**src/rtl/shift_seq_pkg.sv**
```systemverilog
// Shared definitions for the serial shift sequencer: FSM encodings,
// parameter defaults and counter sizing.
package shift_seq_pkg;

    typedef enum logic [1:0] {
        ST_IDLE  = 2'b00,
        ST_SHIFT = 2'b01,
        ST_DONE  = 2'b10
    } state_e;

    localparam int unsigned WIDTH_DEFAULT      = 8;
    localparam logic        IDLE_LEVEL_DEFAULT = 1'b0;

    // Bit counter width; at least one bit so WIDTH=1 still has a counter.
    function automatic int unsigned cnt_width(input int unsigned width);
        return (width > 32'd1) ? unsigned'($clog2(width)) : 32'd1;
    endfunction

endpackage

```
**src/rtl/dffe_sr.sv**
```systemverilog
// WIDTH-bit register with load enable and synchronous active-high clear.
module dffe_sr #(
    parameter int unsigned WIDTH = 8
) (
    input  logic             clk,
    input  logic             rst,
    input  logic             en,
    input  logic [WIDTH-1:0] d,
    output logic [WIDTH-1:0] q
);

    always_ff @(posedge clk) begin
        if (rst) begin
            q <= '0;
        end else if (en) begin
            q <= d;
        end
    end

endmodule

```
**src/rtl/shift_seq.sv**
```systemverilog
// Parallel-to-serial frame sequencer: loads a word on start and emits it
// MSB first, followed by a one-cycle done pulse and one idle cycle.
module shift_seq
    import shift_seq_pkg::*;
#(
    parameter int unsigned WIDTH      = WIDTH_DEFAULT,
    parameter logic        IDLE_LEVEL = IDLE_LEVEL_DEFAULT
) (
    input  logic             clk,
    input  logic             rst,
    input  logic             start,
    input  logic [WIDTH-1:0] din,
    output logic             busy,
    output logic             sout,
    output logic             sout_valid,
    output logic             done
);

    localparam int unsigned CNT_W = cnt_width(WIDTH);

    state_e             state_q, state_d;
    logic [CNT_W-1:0]   cnt_q, cnt_d;
    logic [WIDTH-1:0]   shreg_q, shreg_d;
    logic               shreg_en;
    logic               busy_q, busy_d;
    logic               sout_q, sout_d;
    logic               valid_q, valid_d;
    logic               done_q, done_d;

    // Shift register holds the bits still to be sent after the current one.
    dffe_sr #(
        .WIDTH (WIDTH)
    ) u_shreg (
        .clk (clk),
        .rst (rst),
        .en  (shreg_en),
        .d   (shreg_d),
        .q   (shreg_q)
    );

    always_comb begin
        state_d  = state_q;
        cnt_d    = cnt_q;
        shreg_d  = shreg_q;
        shreg_en = 1'b0;
        busy_d   = busy_q;
        sout_d   = IDLE_LEVEL;
        valid_d  = 1'b0;
        done_d   = 1'b0;

        case (state_q)
            ST_IDLE: begin
                busy_d = 1'b0;
                if (start) begin
                    state_d  = ST_SHIFT;
                    sout_d   = din[WIDTH-1];
                    valid_d  = 1'b1;
                    shreg_d  = din << 1;
                    shreg_en = 1'b1;
                    cnt_d    = CNT_W'(WIDTH - 1);
                    busy_d   = 1'b1;
                end
            end
            ST_SHIFT: begin
                busy_d = 1'b1;
                if (cnt_q != '0) begin
                    sout_d   = shreg_q[WIDTH-1];
                    valid_d  = 1'b1;
                    shreg_d  = shreg_q << 1;
                    shreg_en = 1'b1;
                    cnt_d    = cnt_q - CNT_W'(1);
                end else begin
                    done_d  = 1'b1;
                    state_d = ST_DONE;
                end
            end
            ST_DONE: begin
                busy_d  = 1'b0;
                state_d = ST_IDLE;
            end
            default: begin
                busy_d  = 1'b0;
                state_d = ST_IDLE;
            end
        endcase
    end

    always_ff @(posedge clk) begin
        if (rst) begin
            state_q <= ST_IDLE;
            cnt_q   <= '0;
            busy_q  <= 1'b0;
            sout_q  <= IDLE_LEVEL;
            valid_q <= 1'b0;
            done_q  <= 1'b0;
        end else begin
            state_q <= state_d;
            cnt_q   <= cnt_d;
            busy_q  <= busy_d;
            sout_q  <= sout_d;
            valid_q <= valid_d;
            done_q  <= done_d;
        end
    end

    assign busy       = busy_q;
    assign sout       = sout_q;
    assign sout_valid = valid_q;
    assign done       = done_q;

endmodule

```
**config.mk**
```make
export PLATFORM = sky130hd
export DESIGN_NAME = shift_seq
export DESIGN_NICKNAME = d
export VERILOG_FILES = /design/src/rtl/shift_seq_pkg.sv /design/src/rtl/dffe_sr.sv /design/src/rtl/shift_seq.sv
export SDC_FILE = /design/constraint.sdc
export NUM_CORES = 1
export LEC_CHECK = 0
export ABC_CLOCK_PERIOD_IN_PS = 1800
export CORE_MARGIN = 10
export CORE_UTILIZATION = 45
export DETAILED_ROUTE_END_ITERATION = 10
export MAX_ROUTING_LAYER = met4
export PLACE_DENSITY = 0.78
export SLEW_MARGIN = 20
export SYNTH_ARGS = -nofsm -noshare
export SYNTH_HDL_FRONTEND = slang
export SYNTH_SLANG_ARGS = --single-unit
```
**constraint.sdc**
```tcl
create_clock -name clk -period 1.8 [get_ports clk]
set_clock_uncertainty 0.15 [all_clocks]
set_input_delay 0.27 -clock clk [delete_from_list [all_inputs] [get_ports clk]]
set_output_delay 0.27 -clock clk [all_outputs]
set_load 0.005 [all_outputs]
```
==> metrics.cfg, run 1 <==
[placed_design]
io_buffers = 14
gp_congestion = 0.771
placed_area_um2 = 833
dpl.hpwl_um = 1010

[finish]
diodes = 0
n_fill_cell = 109
nets = 95
layout-drive-gt1-share_pct = 12.3
stdcell_area_um2 = 870
area_growth_pct = 29.4

[setup_path]
cp_max_fo = 1
crit_family = buffers and inverters
cp-start-kind = flip-flop
r2r-end = cnt_q[0]
worstSetupPathType = reg -> out
max_stage_delay_ps = 490
required_ps = 1380
regToRegStartpoint = cnt_q[0]
slowest_stage = clkdlybuf4s50_1
end_kind = output pin
path_cells = clkdlybuf4s50_1
reg2reg_slack_ps = 280
cp.arrival_ps = 1110
r2r_cells = 5
crit_buf_inv = 1

[yosys]
synthAdderAreaFrac_pct = 3.72
syn-cell-area_um2 = 672
synthMuxAreaShare_pct = 10.4
ys_warn_count = 0
yosys_register_bits = 16
synth_top_family_by_area = compound AO/OA/AOI/OAI gates
synth_fp_nets = 76
synth-simple-area-share_pct = 12.8
synthCells = 63
syn_area_per_cell_um2 = 10.7
synth_compound_area_share_pct = 21.2
ys_types = 21
synth-xor-area-share_pct = 0
ys_seq_area_share_pct = 47.7

[global_route]
grt_usage_pct = 8.28
grt_pass1_vias = 502
gr-total-overflow = 0
grt_max_degree = 10
grt_first_pass_wirelength_um = 2210
antenna_found_initial = 0

[clocking]
cts-buffers-inserted = 3
cts_root_buffer = clkbuf_4
cts_resized = 0
clk_pin_slew_worst_paths_ps = 90
h-tree-depth = 1
clk_path_buf_depth = 2
clkSinkCount = 16
cts_setup_buffers = 0
clk_latency_ps = 290
tritoncts = built
hold_buffers = 0

[timing]
fin_setup_tns_ps = 0
final-hold-violation-count = 0
relSlewSlack_pct = 67.8
fin_crit_ps = 1530
max_freq_mhz = 655
rsz0062_at_grt = false
holdWs_ps = 319
tightest_slew_ps = 482
setup_violations = 0
drv_slew = 0
fin_crit_sh_pct = 84.8

[drt]
drt_pass1_iterations = 4
ant_nets = 0
first_iter_violations = 14
avgRoutedWirePerCell_um = 13.8
drc_errors = 0
num_vias = 514
viasPerCell = 5.35
wirelength_um = 1320

[floorplanning]
dieHeight_um = 58.6
design.portCount = 15
start_util_pct = 49.8
dieArea_um2 = 3440
die_x_um = 58.6
fp-row-count = 13
coreArea_um2 = 1350

[power_and_ir_drop]
total_leakage_power_uw = 0.000374
power.density_nw_per_um2 = 960
peakVddDrop_uv = 779

[min_path]
hold_end = u_shreg.q[4]
min-delay-start = u_shreg.q[4]
hold_depth = 1
hp-class = reg -> reg

[run]
cap_violations = 0

[outcome]
status = completed

## routing by layer
metal  vias up  GRT usage [%]  wire length [µm]
met5         -              -                 0
met4         0           2.62                13
met3         2           4.72               126
met2        20           11.4               577
met1       224           9.91               603
li1        268              -                 -
## power by group
part | internal (µW) | switching (µW)
clock network | 123 | 107
registers | 393 | 25.4
logic | 96.1 | 89.9
## cells in the final DEF (no fill, tap or decap), drive strengths merged
master | synthesis | final
nor3 | 2 | 2
nand2b | 3 | 3
ha | 2 | 2
nand3b | 2 | 2
o21ai | 1 | 1
nor2 | 6 | 6
o22ai | 1 | 1
inv | 6 | 6
clkdlybuf4s50 | 0 | 14
a311oi | 1 | 1
a32oi | 1 | 1
dfxtp | 16 | 16
a31oi | 1 | 1
a211oi | 1 | 1
buf | 1 | 1
nor2b | 2 | 2
o21ba | 1 | 1
o2bb2ai | 6 | 6
a32o | 1 | 1
clkbuf | 0 | 4
a21oi | 2 | 2
mux2i | 7 | 7
## stage by stage
step	util [%]	power [µW]	std cells	worst slack, ps
floorplan	-	546	63	463
global placement	61.7	609	92	254
detailed placement	61.7	613	92	255
CTS	64.4	844	96	254
global route	64.4	887	96	165
finish	64.4	835	96	274
## registers in the layout, indices dropped and copies added (netlist names)
name / flops
busy: 1
cnt_q: 3
done: 1
sout: 1
sout_valid: 1
state_q: 2
u_shreg.q: 7
## how the worst max path moves through the flow
stage              from            to  slack, ps  cells past startpoint
6_report           sout          sout        270                      1
5_1_grt        cnt_q[0]      cnt_q[0]        160                      5
4_1_cts            sout          sout        250                      1
3_5_place_dp      start  u_shreg.q[5]        250                      4
3_3_place_gp      start  u_shreg.q[4]        250                      4
2_1_floorplan  cnt_q[0]      cnt_q[0]        460                      5
## cells in the mapped netlist (all sizes together)
master / instances / share of area, %
a21oi: 2 / 3.2
dfxtp: 16 / 48
a31oi: 1 / 0.93
o2bb2ai: 6 / 7.8
buf: 1 / 0.74
a32o: 1 / 1.5
nand3b: 2 / 3.4
a32oi: 1 / 1.3
a311oi: 1 / 2.2
o21ai: 1 / 0.74
ha: 2 / 3.7
nor2b: 2 / 1.9
nor2: 6 / 3.4
nand2b: 3 / 2.8
a211oi: 1 / 1.1
inv: 6 / 3.4
nor3: 2 / 1.5
mux2i: 7 / 10
o21ba: 1 / 1.5
o22ai: 1 / 0.93
## kinds of logic after synthesis
group	count (synthesis)
buffers and inverters	7
muxes	7
DFF	16
AOI/OAI and AO/OA	16
adders and majority gates	2
and+or+nand+nor	15
## final cells by class
class	instances	area (µm²)	share of cell area (%)
Sequential cell	16	320	36.8
Clock buffer	4	36.3	4.17
Tap cell	15	18.8	2.16
Inverter	6	22.5	2.59
Timing Repair Buffer	15	148	17.0
Multi-Input combinational cell	40	324	37.3
No activity file was read; power rests on OpenSTA's default activity.
==> inputs of run 2 (changes only) <==
--- a/config.mk
+++ b/config.mk
@@ -5,12 +5,12 @@
 export SDC_FILE = /design/constraint.sdc
 export NUM_CORES = 1
 export LEC_CHECK = 0
-export ABC_CLOCK_PERIOD_IN_PS = 1800
+export ABC_CLOCK_PERIOD_IN_PS = 1360
 export CORE_MARGIN = 10
-export CORE_UTILIZATION = 45
+export CORE_UTILIZATION = 42
 export DETAILED_ROUTE_END_ITERATION = 10
 export MAX_ROUTING_LAYER = met4
-export PLACE_DENSITY = 0.78
+export PLACE_DENSITY = 0.76
 export SLEW_MARGIN = 20
 export SYNTH_ARGS = -nofsm -noshare
 export SYNTH_HDL_FRONTEND = slang
==> constraint.sdc (replaced) <==
create_clock -name clk -period 1.36 [get_ports clk]
set_clock_uncertainty 0.15 [all_clocks]
set_input_delay 0.204 -clock clk [delete_from_list [all_inputs] [get_ports clk]]
set_output_delay 0.204 -clock clk [all_outputs]
set_load 0.005 [all_outputs]
==> run 2 against run 1 <==
Critical path depth is 4 higher. Worst setup slack worse by 260 ps. Global-route usage is 0.92 points higher. Sequential share of layout area is 3.4 points lower. Flip-flop and latch count stayed put. Sequential power is 35% higher. Die area is 4.7% higher.
==> metrics.cfg, run 2 (synthesis gave the netlist of run 1 again) <==
[placed_design]
pre_cts_slack_ps = -145  ; -400 ps
gp_congestion = 0.780  ; +1.2%
io_buffers = 14  ; unchanged
dpl.hpwl_um = 1110  ; +9.7%

[global_route]
grt_usage_pct = 9.19  ; +0.92 points
grt_pass1_vias = 530  ; +5.6%
grt_max_degree = 10  ; unchanged
grt_first_pass_wirelength_um = 2530  ; +14%
antenna_found_initial = 0  ; unchanged
gr-total-overflow = 0  ; unchanged

[floorplanning]
dieHeight_um = 60.0  ; +2.3%
design.portCount = 15  ; unchanged
start_util_pct = 44.6  ; -5.2 points
die_x_um = 60.0  ; +2.3%
coreArea_um2 = 1510  ; +12%
fp-row-count = 14  ; +1
dieArea_um2 = 3600  ; +4.7%

[drt]
wl_met2_um = 742  ; +29%
first_iter_violations = 13  ; -1
drt_pass1_iterations = 4  ; unchanged
wl_met1_um = 681  ; +13%
wirelength_um = 1600  ; +21%
avgRoutedWirePerCell_um = 15.6  ; +14%
ant_nets = 0  ; unchanged
num_vias = 551  ; +7.2%
viasPerCell = 5.40  ; +0.89%
drc_errors = 0  ; unchanged
wl_met3_um = 143  ; +13%
top_layer = met4

[clocking]
tritoncts = built
cts-buffers-inserted = 3  ; unchanged
h-tree-depth = 1  ; unchanged
cts_root_buffer = clkbuf_4
clk_latency_ps = 290  ; about the same
clk_pin_slew_worst_paths_ps = 100  ; about the same
clkSinkCount = 16  ; unchanged
clk_path_buf_depth = 2  ; unchanged

[timing]
relSlewSlack_pct = 79.1  ; +11 points
tightest_slew_ps = 313  ; -169 ps
fin_crit_ps = 1340
max_freq_mhz = 744
drv_slew = 0  ; unchanged
fin_setup_tns_ps = 0  ; unchanged
rsz0062_at_grt = true
final-hold-violation-count = 0  ; unchanged
setup_ws_ps = 15.7  ; -258 ps
fin_crit_sh_pct = 98.8
setup_violations = 0  ; unchanged

[outcome]
status = completed

[finish]
area_growth_pct = 44.3
fin_util_pct = 64.4  ; about the same
final_common_cell = dfxtp_1
top_register = u_shreg.q
nets = 100  ; +5.3%
layout-drive-gt1-share_pct = 30.2  ; +18 points
n_fill_cell = 112  ; +2.8%
largest_reg_flops = 7  ; unchanged
largest_registers = u_shreg.q (7), cnt_q (3), state_q (2)
final_cell_mix = dfxtp_1 (13), clkdlybuf4s50_1 (10), mux2i_1 (7)
diodes = 0  ; unchanged

[setup_path]
cp.arrival_ps = 1430  ; +320 ps
cp_max_fo = 7  ; +6
r2r-end = u_shreg.q[1]
r2r_cells = 5  ; unchanged
worstSetupPathType = reg -> reg
regToRegStartpoint = cnt_q[0]
end_kind = flip-flop
max_stage_delay_ps = 350  ; -140 ps
required_ps = 1450  ; +70 ps
reg2reg_slack_ps = 20  ; -260 ps
crit_family = compound AO/OA/AOI/OAI gates
crit_buf_inv = 1  ; unchanged
path_cells = inv_2, ha_4, nand3b_4, a21oi_4, a32o_1
slowest_stage = dfxtp_2
cp-start-kind = flip-flop

[min_path]
min-delay-start = u_shreg.q[6]
hp-class = reg -> reg
hold_depth = 1  ; unchanged
hold_end = u_shreg.q[6]

[power_and_ir_drop]
fin_total_pwr_uw = 1210  ; +45%
total_leakage_power_uw = 0.000444  ; +19%
peakVddDrop_uv = 640  ; -18%
power.density_nw_per_um2 = 1250  ; +30%

[run]
cap_violations = 0  ; unchanged

==> run 2: cell types whose count changed in the layout (fill, tap and decap cells not counted), moves of 3 or more <==
| cell | change |
|---|---|
| o2bb2ai_2 | +4 |
| buf_4 | +5 |
| dfxtp_1 | -3 |
| clkdlybuf4s50_1 | -4 |
| o2bb2ai_1 | -4 |
| dlygate4sd2_1 | +4 |
| dfxtp_2 | +3 |
==> run 2: how the worst max path moves through the flow <==
stage          slack [ps]  cells after the start            to        from
4_1_cts                 2                      3  u_shreg.q[2]  state_q[0]
3_5_place_dp         -140                      4  u_shreg.q[2]       start
5_1_grt               -50                      5  u_shreg.q[1]    cnt_q[0]
2_1_floorplan          20                      5      cnt_q[0]    cnt_q[0]
6_report               20                      5  u_shreg.q[1]    cnt_q[0]
3_3_place_gp         -120                      4  u_shreg.q[2]       start
==> run 2: where the power goes <==
group	internal [µW]	switching, µW
sequential	523	40.3
combinational	173	156
clock	163	159
==> run 2: what timing repair did <==
action                                  CTS  global route
gates resized for setup                   9             9
hold buffers                              0             0
endpoints found under the setup margin   13            10
pin swaps                                 1             5
buffers inserted                          0             2
==> run 2: final cells by class <==
cell class / count / area, µm² / share of cell area [%]
Inverter: 6 / 22.5 / 2.32
Multi-Input combinational cell: 40 / 387 / 39.9
Sequential cell: 16 / 324 / 33.4
Tap cell: 16 / 20.0 / 2.06
Timing Repair Buffer: 20 / 180 / 18.6
Clock buffer: 4 / 36.3 / 3.74
==> run 2: layer usage <==
metal  track usage (%)  up-vias
li1                  -      273
met4              4.49        0
met2              13.1       24
met3              2.75        4
met5                 -        -
met1              11.4      250
==> run 2: worst reg2reg max path, cell delays in order (launching register included) <==
cell and delay (ps):
dfxtp_2 350, inv_2 80, ha_4 170, nand3b_4 110, a21oi_4 280, a32o_1 160
==> run 2: metrics by stage <==
step,hold WS [ps],instances,instance area (µm²)
2_1_floorplan,122,63,672
3_3_place_gp,295,96,857
3_5_place_dp,301,96,857
4_1_cts,326,100,917
5_1_grt,337,102,970
6_report,322,102,970
